### src/rtl/arb_defs.sv
// Shared definitions for the 4-way round-robin arbiter.
// Holds the state encodings, requester count, index width and the
// rotating-priority search helper used by arb_rr_4.
package arb_defs;

  localparam int unsigned NUM_REQ = 4;
  localparam int unsigned IDX_W   = 2;

  localparam logic ST_IDLE  = 1'b0;
  localparam logic ST_GRANT = 1'b1;

  typedef logic [IDX_W-1:0]   idx_t;
  typedef logic [NUM_REQ-1:0] vec_t;

  // First set bit of cand searching from last+1 upward, wrapping 3 -> 0.
  // last itself is visited last. Returns 0 when cand is empty; callers
  // qualify with |cand.
  function automatic idx_t rr_pick(input vec_t cand, input idx_t last);
    idx_t pick;
    logic found;
    pick  = '0;
    found = 1'b0;
    for (int i = 1; i <= int'(NUM_REQ); i++) begin
      idx_t c;
      c = last + idx_t'(i);
      if (cand[c] && !found) begin
        found = 1'b1;
        pick  = c;
      end
    end
    return pick;
  endfunction

endpackage

### src/rtl/dec_2x4_en.sv
// 2:4 one-hot decoder with enable.
//   idx_i    : encoded index
//   en_i     : when low, all outputs are zero
//   onehot_o : one-hot decode of idx_i gated by en_i
module dec_2x4_en
  import arb_defs::*;
(
  input  logic [IDX_W-1:0]   idx_i,
  input  logic               en_i,
  output logic [NUM_REQ-1:0] onehot_o
);

  always_comb begin
    onehot_o = '0;
    if (en_i) begin
      onehot_o[idx_i] = 1'b1;
    end
  end

endmodule

### src/rtl/arb_rr_4.sv
// 4-requester round-robin arbiter with registered one-hot grant.
// Optional hold timeout is compiled in with `define ARB_TIMEOUT_EN; the
// default build holds a grant for as long as its owner keeps requesting.
//   clk     : clock, rising edge
//   rst     : synchronous active-high reset
//   en      : arbiter enable; low forces IDLE on the next edge
//   req     : level-sensitive requests
//   gnt     : one-hot grant (registered)
//   gnt_id  : encoded owner, valid while gnt_vld is high, held otherwise
//   gnt_vld : a grant is active
//   preempt : one-cycle pulse on a timeout-forced rotation
module arb_rr_4
  import arb_defs::*;
#(
  parameter int unsigned MAX_HOLD = 8
) (
  input  logic               clk,
  input  logic               rst,
  input  logic               en,
  input  logic [NUM_REQ-1:0] req,
  output logic [NUM_REQ-1:0] gnt,
  output logic [IDX_W-1:0]   gnt_id,
  output logic               gnt_vld,
  output logic               preempt
);

  if (MAX_HOLD < 2 || MAX_HOLD > 255) begin : g_bad_max_hold
    $error("arb_rr_4: MAX_HOLD out of range 2..255");
  end

  logic state_q, state_d;
  idx_t ptr_q, ptr_d;
  idx_t gnt_id_q, gnt_id_d;
  logic new_grant;
  logic hold_expired;
  logic preempt_d;
  vec_t cand;
  idx_t pick;

`ifdef ARB_TIMEOUT_EN
  localparam logic [7:0] HoldLast = 8'(MAX_HOLD - 1);

  logic [7:0] hold_q, hold_d;
  logic       preempt_q;

  // hold_q counts completed cycles of the current grant; the owner has
  // been visible for MAX_HOLD cycles once it reaches MAX_HOLD-1.
  assign hold_expired = (hold_q >= HoldLast);

  always_comb begin
    hold_d = hold_q;
    if (new_grant) begin
      hold_d = '0;
    end else if (state_q == ST_GRANT && hold_q < HoldLast) begin
      hold_d = hold_q + 8'd1;
    end
  end

  always_ff @(posedge clk) begin
    if (rst) begin
      hold_q    <= '0;
      preempt_q <= 1'b0;
    end else begin
      hold_q    <= hold_d;
      preempt_q <= preempt_d;
    end
  end

  assign preempt = preempt_q;
`else
  assign hold_expired = 1'b0;
  assign preempt      = 1'b0;
`endif

  // While granted the owner is excluded so a hand-over never re-grants it.
  assign cand = (state_q == ST_GRANT) ? (req & ~(vec_t'(1) << gnt_id_q)) : req;
  assign pick = rr_pick(cand, ptr_q);

  always_comb begin
    state_d   = state_q;
    ptr_d     = ptr_q;
    gnt_id_d  = gnt_id_q;
    new_grant = 1'b0;
    preempt_d = 1'b0;
    if (!en) begin
      state_d = ST_IDLE;
    end else if (state_q == ST_IDLE) begin
      if (|cand) begin
        state_d   = ST_GRANT;
        new_grant = 1'b1;
      end
    end else if (!req[gnt_id_q] || hold_expired) begin
      if (|cand) begin
        new_grant = 1'b1;
        // Owner still requesting means the timeout forced the rotation.
        preempt_d = req[gnt_id_q];
      end else if (!req[gnt_id_q]) begin
        state_d = ST_IDLE;
      end
    end
    if (new_grant) begin
      gnt_id_d = pick;
      ptr_d    = pick;
    end
  end

  always_ff @(posedge clk) begin
    if (rst) begin
      state_q  <= ST_IDLE;
      ptr_q    <= 2'b11;
      gnt_id_q <= 2'b00;
    end else begin
      state_q  <= state_d;
      ptr_q    <= ptr_d;
      gnt_id_q <= gnt_id_d;
    end
  end

  assign gnt_vld = (state_q == ST_GRANT);
  assign gnt_id  = gnt_id_q;

  dec_2x4_en u_dec (
    .idx_i    (gnt_id_q),
    .en_i     (gnt_vld),
    .onehot_o (gnt)
  );

endmodule

### config.mk
export PLATFORM = sky130hd
export DESIGN_NAME = arb_rr_4
export DESIGN_NICKNAME = d
export VERILOG_FILES = /design/src/rtl/arb_defs.sv /design/src/rtl/dec_2x4_en.sv /design/src/rtl/arb_rr_4.sv
export SDC_FILE = /design/constraint.sdc
export NUM_CORES = 1
export LEC_CHECK = 0
export ABC_CLOCK_PERIOD_IN_PS = 1800
export CAP_MARGIN = 20
export CORE_AREA = 2 2 39 41
export DETAILED_ROUTE_END_ITERATION = 12
export DIE_AREA = 0 0 41 43
export PLACE_DENSITY = 0.71
export SETUP_SLACK_MARGIN = 0.5
export SLEW_MARGIN = 25
export SYNTH_ARGS = -nofsm -noshare
export SYNTH_HDL_FRONTEND = slang
export SYNTH_SLANG_ARGS = --single-unit
export TNS_END_PERCENT = 5
### constraint.sdc
create_clock -name clk -period 1.8 [get_ports clk]
set_input_delay 0.36 -clock clk [delete_from_list [all_inputs] [get_ports clk]]
set_output_delay 0.36 -clock clk [all_outputs]
set_load 0.02 [all_outputs]
Word level (Yosys, flattened, before mapping)
Cells that the tools add are included.
{"block": "op_classes", "addsub": 3, "order_cmp": 6, "n_shift": 1, "mux": 27, "bitwise": 3, "reduce_logical": 9}
{"cell": "2-bit by 3-bit less-than comparator with 1-bit output, second input constant", "n": 5}
{"cell": "1-bit 2-to-1 mux", "n": 15}
{"cell": "1-bit binary-select mux with 2-bit select", "n": 5}
{"cell": "2-bit 2-to-1 mux", "n": 4}
{"cell": "4-bit 2-to-1 mux", "n": 2}
{"cell": "2-bit adder, second input constant", "n": 2}
{"cell": "4-bit AND", "n": 1}
{"cell": "1-bit logical AND", "n": 4}
{"cell": "4-bit NOT", "n": 1}
{"cell": "4-bit OR reduction", "n": 1}
{"cell": "1-bit by 2-bit << shifter with 4-bit output, first input constant", "n": 1}
{"cell": "1-bit logical NOT", "n": 3}
{"cell": "2-bit by 1-bit adder with 2-bit output, second input constant", "n": 1}
{"cell": "1-bit demux with 2-bit select", "n": 1}
{"cell": "2-bit by 1-bit >= comparator with 1-bit output, second input constant", "n": 1}
{"cell": "2-bit OR reduction", "n": 1}
{"cell": "1-bit NOT", "n": 1}
{"block": "totals", "register_bits": 5, "input_bits": 7, "output_inout_bits": 8}

Depth between registers and ports, before layout
Gate-level depths: netlist of the first run.
{"block": "depth", "depth_word": 16, "mapped_depth": 7, "ltp_nobuf": 7}

By module
From an unflattened synthesis of the first run, not the netlist that was laid out.
{"block": "hier_totals", "hier_cells": 60, "hier_area_um2": 483.0}
{"mod": "arb_rr_4", "n_inst": 1, "cells_each": 56, "area_per_inst_um2": 445.4}
{"mod": "dec_2x4_en", "n_inst": 1, "cells_each": 4, "area_per_inst_um2": 37.5}

Worst setup path before layout of the first run
Ideal clock, no wire load.
{"block": "synth_timing", "path_kind": "reg2reg", "start": "reg state_q, in the netlist gnt_vld", "end": "reg ptr_q[1]", "setup_time_ns": 0.119, "t_arrival_ns": 1.675, "path_slack_ns": 0.005, "stages_incl_launch_ff": 8, "period_less_slack_ns": 1.795, "path_cell_list": "dfxtp_1 -> or3b_4 -> inv_4 -> a2111oi_2 -> a211oi_1 -> o211ai_1 -> nor2_1 -> o21bai_1"}
{"block": "synth_between", "elab_chain_len": 13, "word_cells_on_any_way": 27, "classes_between": "20 x mux; 7 x reduce/logical"}
{"item": "start: declaration", "line_no": "arb_rr_4.sv:31", "source": "logic state_q, state_d;"}
{"item": "start signal: assignment", "line_no": "arb_rr_4.sv:113", "source": "state_q <= state_d;"}
{"item": "4-bit 2-to-1 mux", "line_no": "arb_rr_4.sv:76", "source": "assign cand = (state_q == ST_GRANT) ? (req & ~(vec_t'(1) << gnt_id_q)) : req;"}
{"item": "1-bit binary-select mux with 2-bit select", "line_no": "arb_defs.sv:26", "source": "if (cand[c] && !found) begin"}
{"item": "1-bit 2-to-1 mux (not written as such)", "line_no": "arb_defs.sv:26"}
{"item": "1-bit 2-to-1 mux", "line_no": "arb_defs.sv:26"}
{"item": "1-bit logical NOT", "line_no": "arb_defs.sv:26"}
{"item": "1-bit logical AND", "line_no": "arb_defs.sv:26"}
{"item": "1-bit 2-to-1 mux", "line_no": "arb_defs.sv:26"}
{"item": "1-bit logical NOT", "line_no": "arb_defs.sv:26"}
{"item": "1-bit logical AND", "line_no": "arb_defs.sv:26"}
{"item": "1-bit 2-to-1 mux", "line_no": "arb_defs.sv:26"}
{"item": "1-bit logical NOT", "line_no": "arb_defs.sv:26"}
{"item": "1-bit logical AND", "line_no": "arb_defs.sv:26"}
{"item": "2-bit 2-to-1 mux", "line_no": "arb_defs.sv:26"}
{"item": "end signal: assignment", "line_no": "arb_rr_4.sv:114", "source": "ptr_q <= ptr_d;"}
{"item": "end: declaration", "line_no": "arb_rr_4.sv:32", "source": "idx_t ptr_q, ptr_d;"}
Parallel ways exist; a longest one is shown, timed or not. The select of a mux whose other input is x is not followed.
A chain may end at the register's enable or synchronous reset.

Worst setup path in the final report of the first run
{"block": "layout_timing", "start": "reg state_q, in the netlist gnt_vld", "end": "out gnt[2]"}
{"block": "layout_between", "elab_chain_len": 1}
{"item": "4-bit 2-to-1 mux", "line_no": "dec_2x4_en.sv:15", "source": "if (en_i) begin"}
{"item": "end: declaration", "line_no": "arb_rr_4.sv:21", "source": "output logic [NUM_REQ-1:0] gnt,"}
Every way passes these cells.

==> impl_metrics.ini, run 1 <==
[outcome]
outcome = finished, final reports clean

[routing]
drc_errors = 0
dr.max_layer_used = met4
met3WireLength_um = 58
postRouteAntennaNets = 0
wl_per_cell_um = 13.9
routed_wl_um = 1670
wl_met2_um = 773
viasPerCell = 5.78
vias = 693
drtPass1Iterations = 4
wl_met1_um = 805
drt_iter0_markers = 29

[setup_path]
crit_chain = buf_4 -> nand2_1 -> nor2_1 -> dlygate4sd2_1
cp-start-kind = flip-flop
path_max_fanout = 7
crit_type = flip-flop to output pin
slowest_stage = dfxtp_4
critPathRequiredTime_ps = 1440
crit_arrival_ps = 1330
slowest_delay_ps = 340
worstSetupEndpointType = output pin
reg2regPathDepth = 8

[global_routing]
grt_start_max_net_pins = 13
antenna_found_initial = 0
grt_pass1_vias = 616
grtUsageTotal_pct = 20.8
grt_pass1_wl_um = 2540
grt-ovfl-total = 0

[floorplan]
num_rows = 14
fp.dieW_um = 41
die_h_um = 43
ioPinCount = 15
core-area_um2 = 1380
dieArea_um2 = 1760
start_util_pct = 40.9

[cells_and_area]
syn2layout_area_growth_pct = 57.1
final_cell_mix = 13 x buf_4, 8 x nand2_1, 8 x a21oi_1, 8 x dlygate4sd2_1, 5 x nor2_1
final_common_cell = buf_4
nNetsFinal = 112
n_antenna_cell = 0
fillers = 126
layout-drive-gt1-share_pct = 34.6

[pwr]
leakagePower_nw = 0.374
pwr-share-clk_pct = 26.7
switching_share_pct = 36.7
pwr-share-comb_pct = 44.4
switching_power_mw = 0.181
power_density_nw_per_um2 = 555
ir_drop_mv = 0.480
power_mw = 0.493
internal_power_mw = 0.312
pwr-share-seq_pct = 28.9

[synthesis]
synthArstFlopShare_pct = 0
synthFlopType = dfxtp_1
synthesis.nets = 84
ys_seq_elements = 5
synth_edf_count = 0
yosysSeqAreaShare_pct = 17.7
synth.distinct_cells = 34
syn_inst = 77
ys.warnings.count = 0
syn-cell-area_um2 = 566
syn_area_per_cell_um2 = 7.34

[timing]
setup_viol = 0
rsz0062_at_grt = true
fin_crit_sh_pct = 94.0
final.setup.tns_ps = 0
timing.final.crit_period_ps = 1690
final.setup_skew_ps = 0.534
clock.fmax_mhz = 591
hold_viol_final = 0
final_max_slew_viol_count = 0
setup_slack_ps = 107

[place]
place.gp.congestion = 0.936
port_buffers = 13
hpwl_um = 1230
dp_worst_setup_slack_ps = -216

[clock_network]
cts_sinks = 5
clockBufferDepth = 2
clock_latency_ps = 240
root_buffer = clkbuf_4
htree_levels = 1
cts_tree = done
holdBufCountCts = 0
cts_buffers = 3
clkTransAtPathRegs_ps = 40

[hold_path]
hold_depth = 3
hold_class = flip-flop to flip-flop

[flow_run]
drv_cap = 0
-- registers in the layout, indices dropped and copies added, names as in the netlist --
signal   count
gnt_id       2
ptr_q        2
gnt_vld      1
-- through the flow --
step | cell area [um^2] | util, % | hold WS (ps) | instances
3_3_place_gp | 797 | 57.6 | 612 | 114
5_1_grt | 888 | 64.2 | 636 | 120
2_1_floorplan | 576 | - | 422 | 77
3_5_place_dp | 797 | 57.6 | 613 | 114
4_1_cts | 847 | 61.2 | 620 | 119
6_report | 888 | 64.2 | 614 | 120
-- power by group through the flow --
stage | Clock (mW) | Sequential (mW) | Combinational, mW
6_report | 0.132 | 0.142 | 0.219
4_1_cts | 0.137 | 0.140 | 0.209
3_5_place_dp | 0 | 0.142 | 0.204
3_3_place_gp | 0 | 0.142 | 0.203
2_1_floorplan | 0 | 0.144 | 0.118
5_1_grt | 0.142 | 0.144 | 0.236
-- layout make-up --
type                    instances  area, um^2  share of cell area, %
multi-input cells              64         478                   53.8
repair buffers                 28         241                   27.2
flip-flops and latches          5         106                   12.0
clock buffers                   4        26.3                   2.96
well taps                      16        20.0                   2.25
inverters                       3        16.3                   1.83
-- routing by layer --
layer	vias up	GRT usage, %
met1	326	29.6
met2	22	29.4
li1	341	-
met5	-	0
met4	0	6.00
met3	4	6.28
-- path summary, 6_finish.rpt --
check / from / end / slack (ps)
max: gnt_vld / gnt[2] / 110
min: gnt_id[1] / gnt_id[1] / 610
max reg2reg: gnt_id[1] / gnt_id[1] / 110
min reg2reg: gnt_id[1] / gnt_id[1] / 610
-- synth_stat cells, drive strengths merged (2+ instances only) --
cell type  instances  area [um^2]
clkbuf             2         7.51
o21bai             2         15.0
a211oi             4         35.0
and3               3         18.8
nor4b              2         17.5
nor3b              2         15.0
dfxtp              5          100
inv                3         13.8
nor2b              3         18.8
o21ai              6         30.0
buf                3         17.5
nand3              2         10.0
o22ai              2         12.5
a21oi              9         45.0
nor2               6         22.5
a2111oi            2         42.5
o211ai             2         15.0
nand2              8         30.0
-- worst max-delay path, delay by kind of cell, from the launching register on --
family                 cells  cell delay (ps)
buffers and inverters      2              480
DFF                        1              340
and+or+nand+nor            2              270
-- logic make-up (layout without fill, tap and decap cells) --
group,count (synthesis),after routing,share of synthesized area (%)
AO/OA/AOI/OAI,31,31,40.0
buffers and inverters,8,35,6.86
flip-flops,5,5,17.7
multiplexers,1,1,4.65
other,1,1,0.663
AND/OR/NAND/NOR,31,31,30.1
-- what timing repair did --
item | CTS | global route
pin swaps | 3 | 7
gates resized for setup | 18 | 7
endpoints found under the setup margin | 12 | 12
endpoints found under the hold margin | 0 | 0
buffers inserted | 1 | 1
No activity file was read; power rests on OpenSTA's default activity.
==> run 2: changes to the inputs <==
==> constraint.sdc (replaced) <==
create_clock -name clk -period 1.8 [get_ports clk]
set_input_delay 0.45 -clock clk [delete_from_list [all_inputs] [get_ports clk]]
set_output_delay 0.45 -clock clk [all_outputs]
set_load 0.01 [all_outputs]
==> run 2 against run 1 <==
  * Hold slack worse by 100 ps
  * Clock power down 6%
  * Critical endpoint is now ptr_q[0]
  * Cell count down 0.83%
==> impl_metrics.ini, run 2 (synthesis gave the netlist of run 1 again) <==
[clock_network]
cts_buffers = 3
cts_tree = done
clkTransAtPathRegs_ps = 40
clockBufferDepth = 2
root_buffer = clkbuf_4
htree_levels = 1
cts_sinks = 5
clock_latency_ps = 240

[floorplan]
ioPinCount = 15
start_util_pct = 40.9
die_h_um = 43
core-area_um2 = 1380
fp.dieW_um = 41
num_rows = 14
dieArea_um2 = 1760

[routing]
routed_wl_um = 1760
vias = 695
wl_per_cell_um = 14.8
drc_errors = 0
drtPass1Iterations = 4
postRouteAntennaNets = 0
drt_iter0_markers = 15
viasPerCell = 5.84

[pwr]
internal_power_mw = 0.316
switching_share_pct = 35.9
pwr-share-seq_pct = 29.6
pwr-share-comb_pct = 45.3
leakagePower_nw = 0.378
pwr-share-clk_pct = 25.1
power_density_nw_per_um2 = 535
ir_drop_mv = 0.480
power_mw = 0.492
switching_power_mw = 0.177

[global_routing]
grtUsageTotal_pct = 23.3
grt_start_max_net_pins = 13
grt-ovfl-total = 0
grt_pass1_wl_um = 2770
grt_pass1_vias = 642
antenna_found_initial = 0

[timing]
worst_slew_pin_slew_ps = 498
rsz0062_at_grt = true
final.setup_skew_ps = 1.69
fin_crit_sh_pct = 93.0
clock.fmax_mhz = 597
setup_viol = 0
final_max_slew_viol_count = 0
slew_headroom_pct = 66.8
hold_viol_final = 0
timing.final.crit_period_ps = 1670

[place]
dpl_cell_area_um2 = 782
place.gp.congestion = 0.871
hpwl_um = 1260
port_buffers = 13

[setup_path]
crit_type = flip-flop to flip-flop
crit_arrival_ps = 1800
path_max_fanout = 5
critPathRequiredTime_ps = 1920
worstSetupEndpointType = flip-flop
cp-start-kind = flip-flop

[cells_and_area]
final_area_um2 = 921
fin_util_pct = 66.5
final_cell_mix = 9 x buf_4, 7 x dlygate4sd2_1, 6 x a21oi_1, 6 x nand2_1
final_common_cell = buf_4
n_antenna_cell = 0
nNetsFinal = 111
layout-drive-gt1-share_pct = 42.7
syn2layout_area_growth_pct = 62.8

[outcome]
outcome = finished, final reports clean

[hold_path]
hold_class = flip-flop to flip-flop

[flow_run]
drv_cap = 0
==> run 2: per-stage QoR <==
stage | instances | hold WS (ps) | setup WS [ps] | setup TNS (ps)
6_report | 119 | 513 | 125 | 0
3_3_place_gp | 112 | 477 | -278 | -1060
2_1_floorplan | 77 | 504 | 246 | 0
4_1_cts | 119 | 509 | 86.5 | 0
3_5_place_dp | 112 | 490 | -289 | -1110
5_1_grt | 119 | 541 | 66.4 | 0
==> run 2: final timing paths <==
kind	to	slack (ps)	startpoint	depth (start not counted)
worst max-delay path	ptr_q[0]	130	gnt_id[1]	7
worst max register to register	ptr_q[0]	130	gnt_id[1]	7
worst min register to register	gnt_id[1]	510	gnt_id[1]	2
worst min-delay path	gnt_id[1]	510	gnt_id[1]	2
==> run 2: power by group through the flow <==
stage | Sequential, mW | Clock [mW] | Combinational (mW)
final | 0.146 | 0.124 | 0.223
after global routing | 0.148 | 0.140 | 0.240
after CTS | 0.142 | 0.131 | 0.198
after detailed placement | 0.144 | 0 | 0.191
after global placement | 0.143 | 0 | 0.190
after floorplan | 0.140 | 0 | 0.117
==> run 2: repair_timing <==
action / 4_1_cts / 5_1_grt
buffers inserted: 3 / 0
resized for setup: 22 / 19
endpoints found under the setup margin: 12 / 12
pin swaps: 5 / 8
hold buffers: 0 / 0
==> run 2: worst max-delay path, cell delays in order, from the launching register on <==
cell	delay (ps)
dfxtp_4	350
or3b_4	410
buf_6	140
a21oi_2	150
o22ai_2	100
and3_4	190
a21oi_2	120
o21bai_1	80
==> run 2: final cells by class <==
cell class / count / area, um^2
Tap cell: 16 / 20.0
Multi-Input combinational cell: 64 / 518
Clock buffer: 4 / 26.3
Fill cell: 123 / 463
Sequential cell: 5 / 108
Inverter: 3 / 13.8
Timing Repair Buffer: 27 / 235
==> run 2: layer usage <==
layer | vias to the layer above | share of wire (%) | routed length, um | global-route usage [%]
met1 | 330 | 44 | 781 | 30.8
met3 | 2 | 3.9 | 69 | 2.09
met4 | 0 | 0.68 | 12 | 14.0
li1 | 343 | - | - | -
met5 | - | 0 | 0 | 0
met2 | 20 | 51 | 897 | 34.7
==> run 3: changes to the inputs <==
--- a/config.mk
+++ b/config.mk
@@ -7,12 +7,12 @@
 export LEC_CHECK = 0
 export ABC_CLOCK_PERIOD_IN_PS = 1800
 export CAP_MARGIN = 20
-export CORE_AREA = 2 2 39 41
+export CORE_MARGIN = 2
+export CORE_UTILIZATION = 40
 export DETAILED_ROUTE_END_ITERATION = 12
-export DIE_AREA = 0 0 41 43
-export PLACE_DENSITY = 0.71
+export PLACE_DENSITY = 0.68
 export SETUP_SLACK_MARGIN = 0.5
-export SLEW_MARGIN = 25
+export SLEW_MARGIN = 30
 export SYNTH_ARGS = -nofsm -noshare
 export SYNTH_HDL_FRONTEND = slang
 export SYNTH_SLANG_ARGS = --single-unit
==> run 3 against run 2 <==
  * Utilization rose by 5.0 points
  * Hold slack improved by 110 ps
  * Fmax is 3.2% lower
  * Via count up 2.7%
  * Global-route usage decreased by 2.1 points
  * Flip-flop and latch count unchanged
  * Routed wire length rose by 1.4%
  * Register-to-register slack lost 60 ps
  * Clock power about the same
  * Non-clock buffer count increased by 7
  * Sequential share of layout area decreased by 0.40 points
  * Highest routed layer unchanged
==> impl_metrics.ini, run 3 (synthesis gave the netlist of run 1 again) <==
[outcome]
outcome = finished, final reports clean

[timing]
hold_viol_final = 0
clock.fmax_mhz = 578
final_max_slew_viol_count = 0
fin_crit_sh_pct = 96.1
final.setup.tns_ps = 0
setup_viol = 0
timing.final.crit_period_ps = 1730
hold_ws_ps = 619
rsz0062_at_grt = true
final.setup_skew_ps = 6.14

[pwr]
power_mw = 0.500
internal_power_mw = 0.325
pwr-share-comb_pct = 45.9
power_density_nw_per_um2 = 531
switching_share_pct = 34.9
switching_power_mw = 0.175
pwr-share-seq_pct = 29.0
pwr-share-clk_pct = 25.1
leakagePower_nw = 0.414
ir_drop_mv = 0.523

[routing]
wl_per_cell_um = 14.3
viasPerCell = 5.71
vias = 714
routed_wl_um = 1790
drt_iter0_markers = 9
drtPass1Iterations = 4
postRouteAntennaNets = 0
drc_errors = 0

[place]
port_buffers = 13
hpwl_um = 1250
dpl_cell_area_um2 = 826
place.gp.congestion = 0.913

[clock_network]
root_buffer = clkbuf_4
htree_levels = 1
cts_buffers = 3
clock_latency_ps = 230
clkTransAtPathRegs_ps = 50
clockBufferDepth = 2
cts_sinks = 5
holdBufCountCts = 0
cts_tree = done

[floorplan]
die_h_um = 41.6
dieArea_um2 = 1730
ioPinCount = 15
num_rows = 13
core-area_um2 = 1320
start_util_pct = 42.9
fp.dieW_um = 41.6

[cells_and_area]
syn2layout_area_growth_pct = 66.6
layout-drive-gt1-share_pct = 42.7
nNetsFinal = 118
final_cell_mix = 18 x buf_4, 8 x nand2_1, 7 x a21oi_1, 6 x nor2_1, 5 x dlygate4sd2_1
final_area_um2 = 942
n_antenna_cell = 0
final_common_cell = buf_4

[setup_path]
crit_end = ptr_q[1]
r2r_end = ptr_q[1]
cp-start-kind = flip-flop
crit_type = flip-flop to flip-flop
crit_start = gnt_vld
path_max_fanout = 4
reg2regPathDepth = 9
critPathRequiredTime_ps = 1920
worstSetupEndpointType = flip-flop
regToRegSetupSlack_ps = 70
crit_arrival_ps = 1850
reg2reg_from = gnt_vld

[global_routing]
grt_start_max_net_pins = 13
grtUsageTotal_pct = 21.1
antenna_found_initial = 0
grt-ovfl-total = 0
grt_pass1_wl_um = 2900
grt_pass1_vias = 655

[hold_path]
hold_class = flip-flop to flip-flop
min-delay-start = gnt_id[0]

[flow_run]
drv_cap = 0
-- run 3: power groups by stage --
stage	clock, mW	sequential (mW)	combinational [mW]
after floorplan	0	0.140	0.117
after global placement	0	0.143	0.199
after detailed placement	0	0.144	0.200
after CTS	0.129	0.143	0.215
after global routing	0.133	0.146	0.248
final	0.126	0.145	0.230
-- run 3: layout make-up --
class	count	area, um^2
clock buffers	4	26.3
fillers	107	375
inverters	3	13.8
multi-input cells	64	492
flip-flops and latches	5	106
well taps	15	18.8
repair buffers	34	285
-- run 3: metrics by stage --
step                      setup WS (ps)  std cells  utilization (%)
after floorplan                     246         77                -
after global routing              -47.1        125             71.5
after global placement             -317        117             62.7
after CTS                          81.9        125             69.2
after detailed placement           -340        117             62.7
final                              69.7        125             71.5
-- run 3: worst min-delay path by stage --
stage | to | cells past startpoint
6_report | gnt_id[0] | 3
3_3_place_gp | gnt_vld | 2
2_1_floorplan | gnt_id[1] | 2
3_5_place_dp | gnt_vld | 2
5_1_grt | gnt_id[0] | 3
4_1_cts | gnt_id[1] | 3
-- run 3: routing by layer --
| metal | track usage (%) | up-vias | wire [um] |
|---|---|---|---|
| met2 | 35.0 | 32 | 853 |
| li1 | - | 358 | - |
| met3 | 4.35 | 4 | 100 |
| met1 | 26.9 | 320 | 800 |
| met5 | 0 | - | 0 |
| met4 | 7.74 | 0 | 31 |
-- run 3: repair_timing --
item | in CTS | in global routing
buffers inserted | 4 | 0
pin swaps | 5 | 4
resized for setup | 17 | 22
endpoints found under the setup margin | 12 | 12
cloned | 0 | 0
-- run 3: critical path, stage by stage (launching register included) --
cell	delay, ps
dfxtp_4	350
or3b_4	260
inv_4	30
buf_6	110
buf_12	120
a2111oi_4	170
a31oi_1	60
or3_1	340
o21ai_1	90
o21bai_1	70
